<file path="config.mk">
export PLATFORM = sky130hd
export DESIGN_NAME = reg_file_mp_flat
export DESIGN_NICKNAME = d
export VERILOG_FILES = /design/src/rtl/reg_file_mp_if.sv /design/src/rtl/reg_file_mp.sv /design/src/flat_wrapper.sv
export SDC_FILE = /design/constraint.sdc
export NUM_CORES = 1
export LEC_CHECK = 0
export CORE_ASPECT_RATIO = 1.1
export CORE_UTILIZATION = 38
export DETAILED_ROUTE_END_ITERATION = 8
export PLACE_DENSITY = 0.59
export RECOVER_POWER = 100
export SLEW_MARGIN = 10
export SYNTH_ARGS = -nofsm -noshare
export SYNTH_HDL_FRONTEND = slang
export SYNTH_SLANG_ARGS = --single-unit
</file>
<file path="constraint.sdc">
create_clock -name clk -period 3.71 [get_ports clk]
set_input_delay 0.5565 -clock clk [delete_from_list [all_inputs] [get_ports clk]]
set_output_delay 0.5565 -clock clk [all_outputs]
set_load 0.01 [all_outputs]
</file>
<file path="src/rtl/reg_file_mp_if.sv">
// Bus bundle for reg_file_mp: write port, packed multi-port read addresses/data and status.
// master drives requests; slave is the register file.
interface reg_file_mp_if #(
  parameter int unsigned address_width = 3,
  parameter int unsigned data_width    = 16,
  parameter int unsigned num_read      = 2
);
  localparam int unsigned LANES = data_width / 8;

  logic                              w_en;
  logic [address_width-1:0]          write_address;
  logic [data_width-1:0]             write_data;
  logic [LANES-1:0]                  byte_en;
  logic [num_read*address_width-1:0] read_address;
  logic [num_read*data_width-1:0]    read_data;
  logic                              busy;
  logic                              wr_drop;

  modport master (
    output w_en, write_address, write_data, byte_en, read_address,
    input  read_data, busy, wr_drop
  );

  modport slave (
    input  w_en, write_address, write_data, byte_en, read_address,
    output read_data, busy, wr_drop
  );
endinterface

</file>
<file path="src/rtl/reg_file_mp.sv">
// Multi-read-port register file with byte-lane writes, optional write-to-read bypass,
// 0/1-cycle read latency and a post-reset clear sweep that zeroes every entry.
module reg_file_mp #(
  parameter int unsigned address_width = 3,
  parameter int unsigned data_width    = 16,
  parameter int unsigned num_read      = 2,
  parameter int unsigned read_latency  = 1,
  parameter int unsigned bypass        = 1
) (
  input  logic          clk,
  input  logic          reset,
  reg_file_mp_if.slave  bus
);
  localparam int unsigned DEPTH = 2 ** address_width;
  localparam int unsigned LANES = data_width / 8;

  if ((data_width % 8) != 0 || num_read < 1 || num_read > 4 || read_latency > 1) begin : g_bad_cfg
    $fatal(1, "reg_file_mp: unsupported data_width/num_read/read_latency");
  end

  typedef enum logic {INIT, READY} state_t;

  state_t                   state_q, state_d;
  logic [address_width-1:0] cnt_q, cnt_d;
  logic                     busy_q, busy_d;
  logic                     drop_q, drop_d;

  logic [data_width-1:0]    mem [DEPTH];

  logic                          fwd_en;
  logic [address_width-1:0]      rd_addr;
  logic [data_width-1:0]         rd_word;
  logic [num_read*data_width-1:0] rd_flat;

  always_ff @(posedge clk) begin
    if (reset) begin
      state_q <= INIT;
      cnt_q   <= '0;
      busy_q  <= 1'b1;
      drop_q  <= 1'b0;
    end else begin
      state_q <= state_d;
      cnt_q   <= cnt_d;
      busy_q  <= busy_d;
      drop_q  <= drop_d;
    end
  end

  always_comb begin
    state_d = state_q;
    cnt_d   = cnt_q;
    busy_d  = busy_q;
    drop_d  = 1'b0;
    unique case (state_q)
      INIT: begin
        cnt_d  = cnt_q + 1'b1;
        drop_d = bus.w_en;
        if (cnt_q == '1) begin
          state_d = READY;
          busy_d  = 1'b0;
        end
      end
      READY: ;
      default: state_d = INIT;
    endcase
  end

  // Storage has no reset; the sweep provides the clear, and a reset edge leaves it alone.
  always_ff @(posedge clk) begin
    if (!reset) begin
      if (state_q == INIT) begin
        mem[cnt_q] <= '0;
      end else if (bus.w_en) begin
        for (int unsigned l = 0; l < LANES; l++) begin
          if (bus.byte_en[l]) mem[bus.write_address][8*l +: 8] <= bus.write_data[8*l +: 8];
        end
      end
    end
  end

  assign fwd_en = bus.w_en && (state_q == READY) && (bypass != 0);

  // Per-port view: stored word, lane-merged with a same-cycle write, forced to zero while sweeping.
  always_comb begin
    rd_flat = '0;
    rd_addr = '0;
    rd_word = '0;
    for (int unsigned p = 0; p < num_read; p++) begin
      rd_addr = bus.read_address[p*address_width +: address_width];
      rd_word = mem[rd_addr];
      if (fwd_en && (rd_addr == bus.write_address)) begin
        for (int unsigned l = 0; l < LANES; l++) begin
          if (bus.byte_en[l]) rd_word[8*l +: 8] = bus.write_data[8*l +: 8];
        end
      end
      if (state_q == INIT) rd_word = '0;
      rd_flat[p*data_width +: data_width] = rd_word;
    end
  end

  if (read_latency == 0) begin : g_comb_read
    assign bus.read_data = rd_flat;
  end else begin : g_reg_read
    logic [num_read*data_width-1:0] rd_q;
    always_ff @(posedge clk) begin
      if (reset) rd_q <= '0;
      else       rd_q <= rd_flat;
    end
    assign bus.read_data = rd_q;
  end

  assign bus.busy    = busy_q;
  assign bus.wr_drop = drop_q;
endmodule

</file>
<file path="src/flat_wrapper.sv">
// flat-port wrapper written by rule: the top's interface ports become plain ports
module reg_file_mp_flat 
#(
  parameter int unsigned address_width = 3,
  parameter int unsigned data_width    = 16,
  parameter int unsigned num_read      = 2,
  parameter int unsigned read_latency  = 1,
  parameter int unsigned bypass        = 1
)
  (clk, reset, bus_w_en, bus_write_address, bus_write_data, bus_byte_en, bus_read_address, bus_read_data, bus_busy, bus_wr_drop);
  reg_file_mp_if #(.address_width(address_width), .data_width(data_width), .num_read(num_read)) bus_i ();
  input  logic clk;
  input  logic reset;
  input wire logic [$bits(bus_i.w_en)-1:0] bus_w_en;
  input wire logic [$bits(bus_i.write_address)-1:0] bus_write_address;
  input wire logic [$bits(bus_i.write_data)-1:0] bus_write_data;
  input wire logic [$bits(bus_i.byte_en)-1:0] bus_byte_en;
  input wire logic [$bits(bus_i.read_address)-1:0] bus_read_address;
  output wire logic [$bits(bus_i.read_data)-1:0] bus_read_data;
  output wire logic [$bits(bus_i.busy)-1:0] bus_busy;
  output wire logic [$bits(bus_i.wr_drop)-1:0] bus_wr_drop;
  assign bus_i.w_en = bus_w_en;
  assign bus_i.write_address = bus_write_address;
  assign bus_i.write_data = bus_write_data;
  assign bus_i.byte_en = bus_byte_en;
  assign bus_i.read_address = bus_read_address;
  assign bus_read_data = bus_i.read_data;
  assign bus_busy = bus_i.busy;
  assign bus_wr_drop = bus_i.wr_drop;
  reg_file_mp #(.address_width(address_width), .data_width(data_width), .num_read(num_read), .read_latency(read_latency), .bypass(bypass)) u_core (.clk(clk), .reset(reset), .bus(bus_i));
endmodule
</file>
======== After elaboration in Yosys (flattened, before gate mapping) ========
Memories as Yosys holds them, arrays and structs flattened.
Cells that the tools add are included.
word-level totals
  register bits ........................... 38
  bits in writable memories ............... 128
  input bits .............................. 30
  output and inout bits ................... 34
  word-level logic and storage cells ...... 42
  memories ................................ 1
memory list
  memory      depth  width  rd ports  clocked after memory_dff  wr ports  RTL line           RTL
  u_core.mem  8      16     2         0                         1         reg_file_mp.sv:28  logic [data_width-1:0] mem [DEPTH];
operators by class
  add/subtract/negate cells ............... 1
  equal/unequal tests ..................... 3
  multiplexer cells ....................... 24
  bitwise gates (word level) .............. 1
  reduce and logical (&&, ||, !) cells .... 7
operators with widths
  cell                 count
  $mux 16              3
  $mux 8               4
  $reduce_or 16->1     1
  $mux 1               15
  $eq 3x3->1           2
  $reduce_or 2->1      2
  $add 3x1->3 const B  1
  $eq 3x3->1 const B   1
  $logic_and 1x1->1    3
  $mux 3               1
  $mux 2               1
  $reduce_and 2->1     1
  $not 1->1            1

======== Depth between registers and ports, before layout ========
Gate-level depths: netlist of the first run.
  depth in word-level cells ............... 7
  mapped depth ............................ 6
  gate-level depth less buffers ........... 4

======== Worst setup path after synthesis of the first run ========
Ideal clock, no wire load.
  path kind ............................... input -> register
  start ................................... input port reset
  end ..................................... memory u_core.mem[5][0] (enable)
  library setup time ...................... 0.395 ns
  arrival ................................. 2.414 ns
  path slack .............................. 0.902 ns
  stages on the path ...................... 5
  cells stage by stage .................... buf_2 nor2_4 mux2i_1 clkbuf_1 nor4bb_1
between the ends
  word-level cells in the longest chain between the ends .. 4
  elaborated cells on any way between the ends .. 9
  those cells by class .................... 8 x mux; 1 x reduce/logical
ends and longest elaborated chain
  item                                               RTL line            RTL
  start, declared                                    flat_wrapper.sv:13  input logic reset;
  $mux 1                                             reg_file_mp.sv:70   if (!reset) begin
  $mux 1 (implied by the code)                       reg_file_mp.sv:75   if (bus.byte_en[l]) mem[bus.write_address][8*l +: 8] <= bus.write_data[8*l +: 8];
  $reduce_or 16->1 (no line)                         -
  $mux 3 (no line) / $mux 2 (equally long branches)  -
  end, declared                                      reg_file_mp.sv:28
Several ways; a longest one is shown, not always the timed one.

======== Worst setup path in the final report of the first run ========
  start ................................... input port bus_read_address[2]
  end ..................................... register u_core.g_reg_read.rd_q[2], in the netlist u_core.bus.read_data[2]
between the ends
  word-level cells in the longest chain between the ends .. 3
  elaborated cells on any way between the ends .. 5
  those cells by class .................... 1 x eq/ne; 2 x mux; 1 x reduce/logical; 1 x memory
ends and longest elaborated chain
  item                                                RTL line                              RTL
  start, declared                                     flat_wrapper.sv:18                    input wire logic [$bits(bus_i.read_address)-1:0] bus_read_address;
  $mem_v2 8x16 / $eq 3x3->1 (equally long branches)   -
  $mux 8 / $logic_and 1x1->1 (equally long branches)  reg_file_mp.sv:93, reg_file_mp.sv:91
  $mux 16 *                                           reg_file_mp.sv:91                     if (fwd_en && (rd_addr == bus.write_address)) begin
  end signal, assigned                                reg_file_mp.sv:107                    else rd_q <= rd_flat;
  end, declared                                       reg_file_mp.sv:104                    logic [num_read*data_width-1:0] rd_q;
Every way passes the cells marked *; elsewhere a longest branch is shown, timed or not.
A chain may end at the register's enable or synchronous reset.

==> reports/results.tsv, run 1 <==
stage	metric	value	unit
outcome	status	complete, no violations	
synthesis	async_flop_share	0	%
global_routing	first_global_vias	4342	
synthesis	netlist_top_cells_area	edfxtp_1 51%, mux4_2 14%, dfxtp_1 10%	
synthesis	ys.flop_type	edfxtp_1	
synthesis	syn_inst	420	
placement	io_buffers	63	
worst_setup_path	path_class	in2reg	
clock_network	cts_buffer_depth	2	
worst_setup_path	worstSetupEndpointType	flop	
sta	max_freq	340	MHz
global_routing	grt_pass1_wl	27400	um
floorplanning	start_util	39.0	%
synthesis	synth.distinct_cells	35	
sta	skew	0.00970	ns
synthesis	synth_edf_count	128	
worst_setup_path	cp_slowest_stage_delay	0.79	ns
worst_setup_path	cp.depth	7	
sta	rsz0062_at_grt	false	
cells_and_area	layout_common_cells	128 x edfxtp_1, 48 x mux4_2, 38 x dfxtp_1	
cells_and_area	antenna_cells	0	
worst_setup_path	crit_chain	dlygate4sd3_1, clkbuf_2, xnor2_1, nand4_1, clkbuf_1, nor2_1, a211oi_1	
drt	wire_per_inst	24.1	um
placement	dp.cells	718	
worst_setup_path	cp.arrival	3.26	ns
drt	avgViaCountPerCell	5.70	
clock_network	insertion_delay	0.43	ns
synthesis	synth_seq_cells	166	
power_and_ir_drop	powerDensity	476	nW/um2
power_and_ir_drop	peakVddDrop	0.332	mV
global_routing	antenna_found_initial	0	
floorplanning	ios	64	
global_routing	grt_max_degree	34	
floorplanning	die_h	149	um
sta	setup_tns	0	ns
placement	gp_congestion	0.758	
drt	drt_wl_total	18100	um
synthesis	syn_area	7510	um2
clock_network	cts_hold_buf	0	
drt	drtIter0Drc	318	
placement	place_hpwl	12200	um
worst_setup_path	reg2reg_setup_slack	0.98	ns
synthesis	syn_area_per_cell	17.9	um2
worst_setup_path	critPathTopFamily	buffers and inverters	
drt	drt-pass1-iter-count	5	
min_path	min-delay-start	u_core.bus.busy	
run	cap_viol_max_count	0	
sta	setup_viol	0	
clock_network	cts.htree.levels	4	
floorplanning	core	19200	um2
global_routing	grt-ovfl-total	0	
sta	relSlewSlack	29.2	%
synthesis	synth.yosys.seq_area_share	61.3	%
worst_setup_path	timing.rr.end	u_core.mem[0][5]	
clock_network	clockRootBuffer	clkbuf_16	
worst_setup_path	startpoint	bus_read_address[2]	
floorplanning	die_w	136	um
cells_and_area	synthToLayoutAreaGrowth	19.8	%
sta	hold_violations	0	
clock_network	cts_buffers	17	
worst_setup_path	r2r_start	u_core.state_q	
global_routing	track_usage	19.1	%
power_and_ir_drop	power.leakage	0.00297	uW
drt	drc	0	
clock_network	clkSinkCount	166	
sta	drv_slew	0	
worst_setup_path	crit_buf_inv	3	
floorplanning	dieArea	20300	um2
synthesis	synthesis.nets	452	
min_path	hold_class	reg2reg	
drt	ant_nets	0	
cells_and_area	fin_cells	750	
synthesis	synth_top_cell_by_area	edfxtp_1	
cells_and_area	layout_commonest_cell	edfxtp_1	
synthesis	synth_top_area_share	51.2	%
worst_setup_path	crit_end	u_core.bus.read_data[2]	
synthesis	ys_warn_count	0	
min_path	whs_path_depth	1	
worst_setup_path	crit_fanout	33	
clock_network	postCtsSetupBuffers	0	
worst_setup_path	slowest_stage	clkbuf_2	
clock_network	cts_tree	done	
worst_setup_path	worstPathRequired	4.03	ns
floorplanning	core.rowCount	53	
drt	via_count	4274	
clock_network	clk_pin_slew_worst_paths	0.06	ns
sta	period_share	79.2	%
clock_network	cts-resized-gates	0	
worst_setup_path	cp-start-kind	input port	
cells_and_area	layout-drive-gt1-share	20.1	%
worst_setup_path	reg2regPathDepth	5	
sta	period_minus_slack	2.94	ns
cells_and_area	fin_nets	522	
sta	tightest_slew	1.06	ns
## synth_stat cells (2+ instances only)
cell type	instances
mux4_2	48
and3_1	2
nand4_1	4
buf_1	2
mux4_1	16
and4bb_2	3
a211oi_1	24
xnor2_1	6
a21oi_1	2
buf_6	2
nor4b_1	2
mux2i_1	29
buf_2	10
and4b_1	6
buf_12	2
mux2_2	8
a22o_1	8
dfxtp_1	38
nor2_1	30
and2_1	16
clkbuf_1	13
and4_1	2
nand2b_1	2
buf_4	3
nor4bb_1	3
ha_1	2
edfxtp_1	128
nand2_1	2
## power breakdown
group          internal (uW)  switching (uW)  total [uW]
registers               2040            26.5        2060
logic                    155             151         306
clock network           1190             716        1910
total                   3380             893        4280
## per-layer routing
metal	wire length (um)	up-vias	GRT usage, %
met4	282	0	7.22
met3	1180	18	5.22
met5	0	-	0
li1	-	1886	-
met1	8140	2224	26.7
met2	8510	146	28.5
## area by class of cell
type	instances	area, um2
multi-input combinational	221	2710
sequential	166	4600
timing repair buffer	84	738
clock buffer	19	433
clock inverter	13	203
fill	1613	10200
tap	247	309
## kinds of logic after synthesis
family,share of synthesized area (%)
simple gates,6.10
flops,61.3
fa+ha+maj,0.333
mux,25.1
xor+xnor,0.817
buf+inv,2.62
compound gates,3.73
## worst min-delay path by stage
stage	end	slack (ns)
detailed placement	u_core.bus.busy	0.45
floorplan	u_core.cnt_q[1]	0.49
global placement	u_core.bus.busy	0.44
finish	u_core.bus.busy	0.45
CTS	u_core.bus.busy	0.47
global route	u_core.bus.busy	0.49
## stage by stage
step                      utilization (%)  hold WS, ns  instance area [um2]  total power, uW  setup slack [ns]
final                                46.8        0.454                 8990             4280             0.771
after CTS                            47.0        0.466                 9030             4310              1.22
after global placement               43.7        0.444                 8400             2400             0.899
after detailed placement             43.7        0.447                 8400             2410             0.778
after global routing                 46.8        0.488                 8990             4400             0.569
after floorplan                         -        0.490                 7510             2300             0.902
## state kept, by name (all words and copies together) (netlist names)
register	count
u_core.bus.busy	1
u_core.bus.read_data	32
u_core.mem	128
u_core.bus.wr_drop	1
u_core.state_q	1
u_core.cnt_q	3
No activity file was read; power rests on OpenSTA's default activity.
==> run 2, diff against run 1 <==
- clock period: 3.71 -> 2.75 ns (I/O delays scaled with it)
==> run 2 against run 1 <==
Non-clock buffer count increased by 4; clock power increased by 18%; global-route usage decreased by 0.57 points; design area increased by 0.14%; sequential power increased by 35%; utilization increased by 0.065 points; worst setup slack got worse by 0.40 ns; via count decreased by 1.2%; first-iteration DRC count increased by 20%; die area unchanged.
==> reports/results.tsv, run 2 (synthesis results as in run 1) <==
stage	metric	value	unit	change
global_routing	track_usage	18.6	%	was 19.1%
drt	ant_nets	0		unchanged
cells_and_area	antenna_cells	0		unchanged
global_routing	grt_pass1_wl	26600	um	was 27400 um
sta	period_share	86.4	%	
floorplanning	ios	64		unchanged
min_path	min-delay-start	u_core.bus.busy		unchanged
drt	wire_per_inst	23.0	um	was 24.1 um
global_routing	antenna_found_initial	0		unchanged
drt	drc	0		unchanged
sta	period_minus_slack	2.37	ns	
floorplanning	dieArea	20300	um2	unchanged
drt	drtIter0Drc	383		was 318
sta	hold_violations	0		unchanged
clock_network	clk_pin_slew_worst_paths	0.07	ns	was 0.06 ns
global_routing	grt_max_degree	34		unchanged
cells_and_area	layout_common_cells	128 x edfxtp_1, 48 x mux4_2, 38 x dfxtp_1		unchanged
power_and_ir_drop	peakVddDrop	0.453	mV	was 0.332 mV
global_routing	first_global_vias	4346		was 4342
power_and_ir_drop	power.leakage	0.00301	uW	was 0.00297 uW
cells_and_area	top_register	u_core.mem		unchanged
drt	avgViaCountPerCell	5.60		was 5.70
sta	relSlewSlack	23.4	%	was 29.2%
cells_and_area	num-fill-cells	1660		was 1613
clock_network	cts_buffer_depth	2		unchanged
worst_setup_path	crit_fanout	12		was 33
sta	drv_slew	0		unchanged
worst_setup_path	reg2reg_setup_slack	0.38	ns	was 0.98 ns
sta	max_freq	421	MHz	
clock_network	cts.htree.levels	4		unchanged
floorplanning	core	19200	um2	unchanged
worst_setup_path	path_class	in2reg		unchanged
placement	io_buffers	63		unchanged
worst_setup_path	reg2regPathDepth	5		unchanged
power_and_ir_drop	power	5460	uW	was 4280 uW
clock_network	clockRootBuffer	clkbuf_16		unchanged
worst_setup_path	worstSetupEndpointType	flop		unchanged
sta	rsz0062_at_grt	false		unchanged
drt	via_count	4221		was 4274
clock_network	insertion_delay	0.43	ns	about the same
worst_setup_path	cp-start-kind	input port		unchanged
clock_network	postCtsSetupBuffers	0		unchanged
floorplanning	die_h	149	um	unchanged
worst_setup_path	worstPathRequired	3.05	ns	was 4.03 ns
worst_setup_path	cp.arrival	2.68	ns	was 3.26 ns
sta	setup_tns	0	ns	unchanged
floorplanning	core.rowCount	53		unchanged
placement	gp_congestion	0.798		was 0.758
cells_and_area	synthToLayoutAreaGrowth	20.0	%	was 19.8%
clock_network	cts_hold_buf	0		unchanged
sta	setup_viol	0		unchanged
global_routing	grt-ovfl-total	0		unchanged
clock_network	clkSinkCount	166		unchanged
sta	finalWorstSetupSlack	0.375	ns	was 0.771 ns
sta	skew	0.00785	ns	was 0.00970 ns
floorplanning	start_util	39.0	%	unchanged
placement	place_hpwl	11900	um	was 12200 um
placement	place_ws	0.131	ns	was 0.778 ns
min_path	hold_end	u_core.bus.busy		unchanged
clock_network	cts_buffers	17		unchanged
floorplanning	die_w	136	um	unchanged
power_and_ir_drop	powerDensity	606	nW/um2	was 476 nW/um2
cells_and_area	layout_commonest_cell	edfxtp_1		unchanged
sta	tightest_slew	1.15	ns	was 1.06 ns
min_path	hold_class	reg2reg		unchanged
cells_and_area	fin_nets	526		was 522
min_path	whs_path_depth	1		unchanged
clock_network	cts-resized-gates	0		unchanged
cells_and_area	largest_reg_flops	128		unchanged
clock_network	cts_tree	done		unchanged
run	cap_viol_max_count	0		unchanged
cells_and_area	layout-drive-gt1-share	22.3	%	was 20.1%
outcome	status	complete, no violations		unchanged
drt	drt-pass1-iter-count	5		unchanged
worst_setup_path	r2r_start	u_core.state_q		unchanged
drt	drt_wl_total	17400	um	was 18100 um
worst_setup_path	timing.rr.end	u_core.mem[4][11]		was u_core.mem[0][5]
==> run 2: cell types whose count changed in the layout (fill, tap and decap cells not counted), moves of 2 or more <==
cell / delta
clkbuf_1: -9
clkbuf_2: +6
buf_4: +5
bufinv_16: -5
buf_12: +3
clkbuf_8: +3
clkinv_4: +3
clkinv_2: -2
inv_4: +2
==> run 2: worst max path at each step <==
| stage | start | endpoint | slack (ns) |
|---|---|---|---|
| final | bus_read_address[1] | u_core.bus.read_data[5] | 0.38 |
| after global routing | u_core.state_q | u_core.mem[5][9] | 0.20 |
| after CTS | u_core.state_q | u_core.mem[4][11] | 0.48 |
| after detailed placement | bus_w_en | u_core.mem[4][11] | 0.13 |
| after global placement | bus_w_en | u_core.mem[2][1] | 0.25 |
| after floorplan | reset | u_core.mem[5][0] | 0.09 |
==> run 2: worst max-delay path: stages <==
cell	delay (ns)
clkbuf_1	0.82
clkbuf_2	0.54
mux4_2	0.63
mux2i_1	0.17
a211oi_1	0.09
==> run 2: per-stage QoR <==
stage          instances  hold WS [ns]  instance area (um2)  util [%]
3_5_place_dp         722         0.454                 8480      44.1
2_1_floorplan        420         0.490                 7510         -
6_report             754         0.471                 9010      46.8
5_1_grt              754         0.485                 9010      46.8
4_1_cts              754         0.478                 9040      47.0
3_3_place_gp         722         0.447                 8480      44.1
==> run 2: final cells by class <==
cell class | count | area (um2) | share of cell area, %
multi-input combinational | 221 | 2700 | 30.0
sequential | 166 | 4600 | 51.1
clock inverter | 9 | 65.1 | 0.722
tap | 247 | 309 | 3.43
timing repair buffer | 88 | 827 | 9.18
clock buffer | 23 | 499 | 5.54
==> run 2: layer usage <==
layer	up-vias	routed length (um)	global-route usage (%)
li1	1896	-	-
met1	2177	8220	26.7
met2	132	8030	26.9
met3	16	917	4.98
met4	0	201	6.72
met5	-	0	0
==> run 2: power breakdown <==
part	internal (uW)	switching [uW]
Combinational	217	202
Clock	1290	971
Sequential	2750	32.8
